File: config.mk
export PLATFORM = sky130hd
export DESIGN_NAME = regfile_write_select_flat
export DESIGN_NICKNAME = d
export VERILOG_FILES = /design/src/rtl/regfile_write_select_if.sv /design/src/rtl/regfile_write_select.sv /design/src/flat_wrapper.sv
export SDC_FILE = /design/constraint.sdc
export NUM_CORES = 1
export LEC_CHECK = 0
export ABC_AREA = 1
export CAP_MARGIN = 20
export CELL_PAD_IN_SITES_DETAIL_PLACEMENT = 1
export CELL_PAD_IN_SITES_GLOBAL_PLACEMENT = 2
export CORE_UTILIZATION = 30
export CTS_CLUSTER_DIAMETER = 60
export DETAILED_ROUTE_END_ITERATION = 8
export PLACE_DENSITY_LB_ADDON = 0.2
export SLEW_MARGIN = 10
export SYNTH_ARGS = -nofsm -noshare
export SYNTH_HDL_FRONTEND = slang
export SYNTH_SLANG_ARGS = --single-unit
File: constraint.sdc
create_clock -name clock -period 1.4 [get_ports clock]
set_input_delay 0.21 -clock clock [delete_from_list [all_inputs] [get_ports clock]]
set_output_delay 0.21 -clock clock [all_outputs]
set_load 0.02 [all_outputs]
File: src/rtl/regfile_write_select_if.sv
// Write-select bus: writeback request/sweep control in, registered
// one-hot register select and sweep status out.
interface regfile_write_select_if #(
    parameter int unsigned ADDR_W = 5
);
    localparam int unsigned DEPTH = 2 ** ADDR_W;

    logic              ctrl_writeEnable;
    logic [ADDR_W-1:0] ctrl_writeRegister;
    logic              sweep_start;
    logic [DEPTH-1:0]  sel;
    logic              sel_valid;
    logic              sweep_busy;
    logic              sweep_done;
    logic              write_dropped;

    modport master (
        output ctrl_writeEnable,
        output ctrl_writeRegister,
        output sweep_start,
        input  sel,
        input  sel_valid,
        input  sweep_busy,
        input  sweep_done,
        input  write_dropped
    );

    modport slave (
        input  ctrl_writeEnable,
        input  ctrl_writeRegister,
        input  sweep_start,
        output sel,
        output sel_valid,
        output sweep_busy,
        output sweep_done,
        output write_dropped
    );
endinterface

File: src/rtl/regfile_write_select.sv
// Registered write-select decoder: binary write address to one-hot register select,
// with optional register-0 masking and a sequential sweep over all writable registers.
module regfile_write_select #(
    parameter int unsigned ADDR_W    = 5,
    parameter bit          MASK_ZERO = 1'b1
) (
    input logic                   clock,
    input logic                   ctrl_reset_n,
    regfile_write_select_if.slave bus
);
    localparam int unsigned       DEPTH = 2 ** ADDR_W;
    localparam logic [ADDR_W-1:0] FIRST = MASK_ZERO ? ADDR_W'(1) : '0;
    localparam logic [ADDR_W-1:0] LAST  = ADDR_W'(DEPTH - 1);

    typedef enum logic [0:0] {
        StIdle,
        StSweep
    } state_e;

    state_e            state_q;
    logic [ADDR_W-1:0] count_q;

    logic             write_hit;
    logic [DEPTH-1:0] write_sel;
    logic [DEPTH-1:0] sweep_sel;

    // Enable gates the address first, so an undriven address with no write stays harmless.
    always_comb begin
        write_hit = 1'b0;
        write_sel = '0;
        sweep_sel = '0;
        if (bus.ctrl_writeEnable) begin
            write_hit = !(MASK_ZERO && (bus.ctrl_writeRegister == '0));
        end
        if (write_hit) begin
            write_sel[bus.ctrl_writeRegister] = 1'b1;
        end
        sweep_sel[count_q] = 1'b1;
    end

    always_ff @(posedge clock or negedge ctrl_reset_n) begin
        if (!ctrl_reset_n) begin
            state_q           <= StIdle;
            count_q           <= '0;
            bus.sel           <= '0;
            bus.sel_valid     <= 1'b0;
            bus.sweep_busy    <= 1'b0;
            bus.sweep_done    <= 1'b0;
            bus.write_dropped <= 1'b0;
        end else begin
            bus.sweep_done    <= 1'b0;
            bus.write_dropped <= 1'b0;
            unique case (state_q)
                StIdle: begin
                    // A write sampled alongside sweep_start is still honoured.
                    bus.sel       <= write_sel;
                    bus.sel_valid <= write_hit;
                    if (bus.sweep_start) begin
                        state_q        <= StSweep;
                        count_q        <= FIRST;
                        bus.sweep_busy <= 1'b1;
                    end
                end
                StSweep: begin
                    bus.sel           <= sweep_sel;
                    bus.sel_valid     <= 1'b1;
                    bus.write_dropped <= bus.ctrl_writeEnable;
                    if (count_q == LAST) begin
                        state_q        <= StIdle;
                        count_q        <= '0;
                        bus.sweep_busy <= 1'b0;
                        bus.sweep_done <= 1'b1;
                    end else begin
                        count_q <= count_q + ADDR_W'(1);
                    end
                end
                default: begin
                    state_q <= StIdle;
                end
            endcase
        end
    end

    sel_onehot0_a : assert property (@(posedge clock) disable iff (!ctrl_reset_n)
        $onehot0(bus.sel));
    sel_valid_a : assert property (@(posedge clock) disable iff (!ctrl_reset_n)
        bus.sel_valid == (|bus.sel));
    zero_masked_a : assert property (@(posedge clock) disable iff (!ctrl_reset_n)
        !(MASK_ZERO && bus.sel[0]));
endmodule
File: src/flat_wrapper.sv
// flat-port wrapper written by rule: the top's interface ports become plain ports
module regfile_write_select_flat 
#(
    parameter int unsigned ADDR_W    = 5,
    parameter bit          MASK_ZERO = 1'b1
)
  (clock, ctrl_reset_n, bus_ctrl_writeEnable, bus_ctrl_writeRegister, bus_sweep_start, bus_sel, bus_sel_valid, bus_sweep_busy, bus_sweep_done, bus_write_dropped);
  regfile_write_select_if #(.ADDR_W(ADDR_W)) bus_i ();
  input logic clock;
  input logic ctrl_reset_n;
  input wire logic [$bits(bus_i.ctrl_writeEnable)-1:0] bus_ctrl_writeEnable;
  input wire logic [$bits(bus_i.ctrl_writeRegister)-1:0] bus_ctrl_writeRegister;
  input wire logic [$bits(bus_i.sweep_start)-1:0] bus_sweep_start;
  output wire logic [$bits(bus_i.sel)-1:0] bus_sel;
  output wire logic [$bits(bus_i.sel_valid)-1:0] bus_sel_valid;
  output wire logic [$bits(bus_i.sweep_busy)-1:0] bus_sweep_busy;
  output wire logic [$bits(bus_i.sweep_done)-1:0] bus_sweep_done;
  output wire logic [$bits(bus_i.write_dropped)-1:0] bus_write_dropped;
  assign bus_i.ctrl_writeEnable = bus_ctrl_writeEnable;
  assign bus_i.ctrl_writeRegister = bus_ctrl_writeRegister;
  assign bus_i.sweep_start = bus_sweep_start;
  assign bus_sel = bus_i.sel;
  assign bus_sel_valid = bus_i.sel_valid;
  assign bus_sweep_busy = bus_i.sweep_busy;
  assign bus_sweep_done = bus_i.sweep_done;
  assign bus_write_dropped = bus_i.write_dropped;
  regfile_write_select #(.ADDR_W(ADDR_W), .MASK_ZERO(MASK_ZERO)) u_core (.clock(clock), .ctrl_reset_n(ctrl_reset_n), .bus(bus_i));
endmodule
==> results.md <==
- Switching pwr: 1.77 mW
- Sequential share of power: 37.0%
- Post-synth EDFFs: 0
- TritonCTS Buffers: 5
- Clk slew on worst S/H paths: ~80 ps
- Clock Skews: 4.59 ps
- Clock latency on the worst-skew pair: slightly below 300 ps
- Worst vdd ir: 0.000773 V
- Synth top cells by count: nand2_1, dfrtp_1, nor2_1
- Worst path max stage delay: about 360 ps
- GP Congestion: 0.813
- Avg Inst Size Synth: ~8.5 sq um
- Largest family of logic cells by synthesized area: simple AND/OR/NAND/NOR gates
- Initial antenna violation count: 0
- Power Internal: about 2.6 mW
- Final min period: about 1300 ps
- Routed len/inst: approximately 14 um
- IO buf count: between 40 and 50
- Die area: approximately 0.0075 sq mm
- Synth top area share: between 40% and 50%
- Row count: 30
- Hold WC Path Type: in -> async
- Yosys top cell by area: dfrtp_1
- Register area share after synthesis: between 40% and 50%
- Cell count after placement: ~410
- Outcome: finished, final reports clean
- Syn Inst Count: 255
- Slew @ Worst Pin: 376 ps
- Ant diodes: 0
- Max_cap viols: 0
- Clock sink count: 42
- Comb pwr share: between 40 and 50%
- Syn-to-layout area delta: 35.2%
- Final setup viols: 0
- FF-to-FF Start: u_core.count_q[1]
- Clock Tree Buf Depth: 2
- Clk pwr share: between 10% and 20%
- # DRC: 0
- Worst Setup Start Kind: flop
- Synth Warn #: 0
- Final hold viol count: 0
- Total Routing Usage GR: between 10% and 20%
- CP max FO: 4
- Final period util: between 90% and 100%
- Post-Layout Cell Count: approximately 420
- First-pass GRT wire length: between 10,000 and 15,000 um
- Grt total ovfl: 0
- Fraction of layout cells with a size suffix above 1: between 10% and 20%
- CP Cell Sequence: ha_2 -> nand2_1 -> nor2_2 -> ha_2 -> inv_2 -> a21oi_1 -> a21oi_1
- Max Fclk: about 780 MHz
- Ys async rst share: 100%
- Layout Nets: between 300 and 400
- CP startpoint: u_core.count_q[1]
- Top FF cell, synth: dfrtp_1
- CORE AREA: about 0.0069 sq mm
- Synth unique cells: 23
- Simple-gate share of the synthesized area: just under 40%
- CP Data Arrival Time: roughly 1500 ps
- RSZ-0062 raised after global routing: false
- CP endpoint kind: flop
- Pwr Total: ~4.3 mW
- Vias in the first global route: roughly 2,000
- Vias: 1,855
- Slowest cell on crit path: dfrtp_1
- Yosys reg bits: 42
- Die Wd: approximately 87 um
- Cell Pwr Density: ~1500 mW/mm^2
- Largest net degree at the start of global routing: 43
- Adder-cell share of the synthesized area: 2.90%
- H-Tree Depth: 2
- Total Wirelength: 5880 um
- Slew HR: ~75%
- Top Ports: 45
- Mux share of post-synthesis cell area: 0%
- Mapped Nets: approximately 270
- CP Data Required Time: roughly 1600 ps
- Die H: ~87 um
- Sum of negative setup slack: 0 ps
- Top-count cell post-synth: nand2_1
- Vias/cell: around 4.4
- CTS Root Buffer Type: clkbuf_8
- Pre-Repair DR Iteration Count: 4
- Post-Synth XOR/XNOR Area: 0%
- Slew Limit Fails: 0
- Initial core utilization: 31.4%
- Synth area leaders: dfrtp_1, nand2_1, nand3_1
- WS Path Type: reg -> reg
- Net Sw Frac: 40.9%
- CTS tree: done
- Final ANT Viol Nets: 0
- Post-layout util: a little over two fifths
- 1st-iter DRT viols: between 90 and 100
- Synth Area in Compound Gates: between 1.5 and 2%
- Leak pwr: between 1.5 and 2 nW
- DPL Wire Length: roughly 4300 um
- Mapped cell area: between 0.002 and 0.0025 sq mm
[repair_timing]
action                     CTS  global route
pin swaps                    0             2
setup buffers                0             1
hold buffers                 1             0
setup endpoints to repair   37            21
resized for setup           37             7
hold endpoints to repair    42             0
[worst max-delay path: cells and delay by family (launching register included)]
| family | cells | cell delay [ps] |
|---|---|---|
| AO/OA/AOI/OAI | 2 | 170 |
| AND/OR/NAND/NOR | 2 | 180 |
| adder cells (fa/ha/maj) | 2 | 390 |
| flip-flops | 1 | 360 |
| buffers and inverters | 1 | 60 |
[cells by family after synthesis]
family / count (synthesis)
adder cells (fa/ha/maj): 5
flip-flops: 42
AO/OA/AOI/OAI: 7
buffers and inverters: 29
AND/OR/NAND/NOR: 172
[through the flow]
stage                     hold WS (ps)  area (sq um)  setup slack [ps]
final                              418          2920               119
after CTS                          417          2900              12.4
after global routing               441          2920              11.8
after detailed placement           201          2840              -152
after floorplan                  -85.6          2160               110
after global placement             202          2840              -142
[routing by layer]
| layer | GRT usage, % | share of wire, % |
|---|---|---|
| met1 | 24.1 | 48 |
| met2 | 29.8 | 48 |
| met3 | 3.05 | 2.5 |
| met4 | 5.76 | 1.4 |
| met5 | 0 | 0 |
[final cells by class]
class | instances | area (sq um)
Clock buffer | 7 | 86.3
Inverter | 19 | 71.3
Sequential cell | 42 | 1050
Fill cell | 855 | 3950
Clock inverter | 1 | 5.00
Tap cell | 96 | 120
Timing Repair Buffer | 68 | 623
Multi-Input combinational cell | 184 | 961
[flip-flops by register name (all words and copies together), names as in the netlist]
| signal | flops |
|---|---|
| u_core.bus.sweep_busy | 1 |
| u_core.bus.sweep_done | 1 |
| u_core.bus.sel | 32 |
| u_core.state_q | 1 |
| u_core.bus.sel_valid | 1 |
| u_core.bus.write_dropped | 1 |
| u_core.count_q | 5 |
[worst paths after layout]
check / slack [ps] / to / cells after the start
min in group clock: 520 / u_core.state_q / 3
max in group asynchronous: 770 / u_core.state_q / 3
hold / removal: 420 / u_core.bus.sel[30] / 3
setup / recovery: 120 / u_core.count_q[0] / 7
hold reg to reg: 530 / u_core.bus.sweep_busy / 2
setup reg to reg: 120 / u_core.count_q[0] / 7
[placed cells by master, fill, tap and decap left out, drive strengths merged]
cell type / synthesis / final
dfrtp: 42 / 42
nor4: 1 / 1
nand2: 82 / 82
nand3: 43 / 43
nor3: 8 / 8
dlygate4sd2: 0 / 36
buf: 9 / 24
ha: 5 / 5
o22ai: 1 / 1
nor2: 37 / 37
clkbuf: 1 / 7
inv: 19 / 19
o21ai: 3 / 3
dlygate4sd3: 0 / 1
clkdlybuf4s50: 0 / 7
nand4: 1 / 1
clkinv: 0 / 1
a21oi: 3 / 3
[power by group through the flow]
stage	Clock, mW	Combinational [mW]	Sequential, mW
3_3_place_gp	0	1.99	1.62
6_report	0.815	1.91	1.60
5_1_grt	0.896	2.13	1.63
4_1_cts	0.843	1.91	1.60
3_5_place_dp	0	2.00	1.63
2_1_floorplan	0	0.931	1.77
Note: power is estimated with default switching activity, not from simulation.
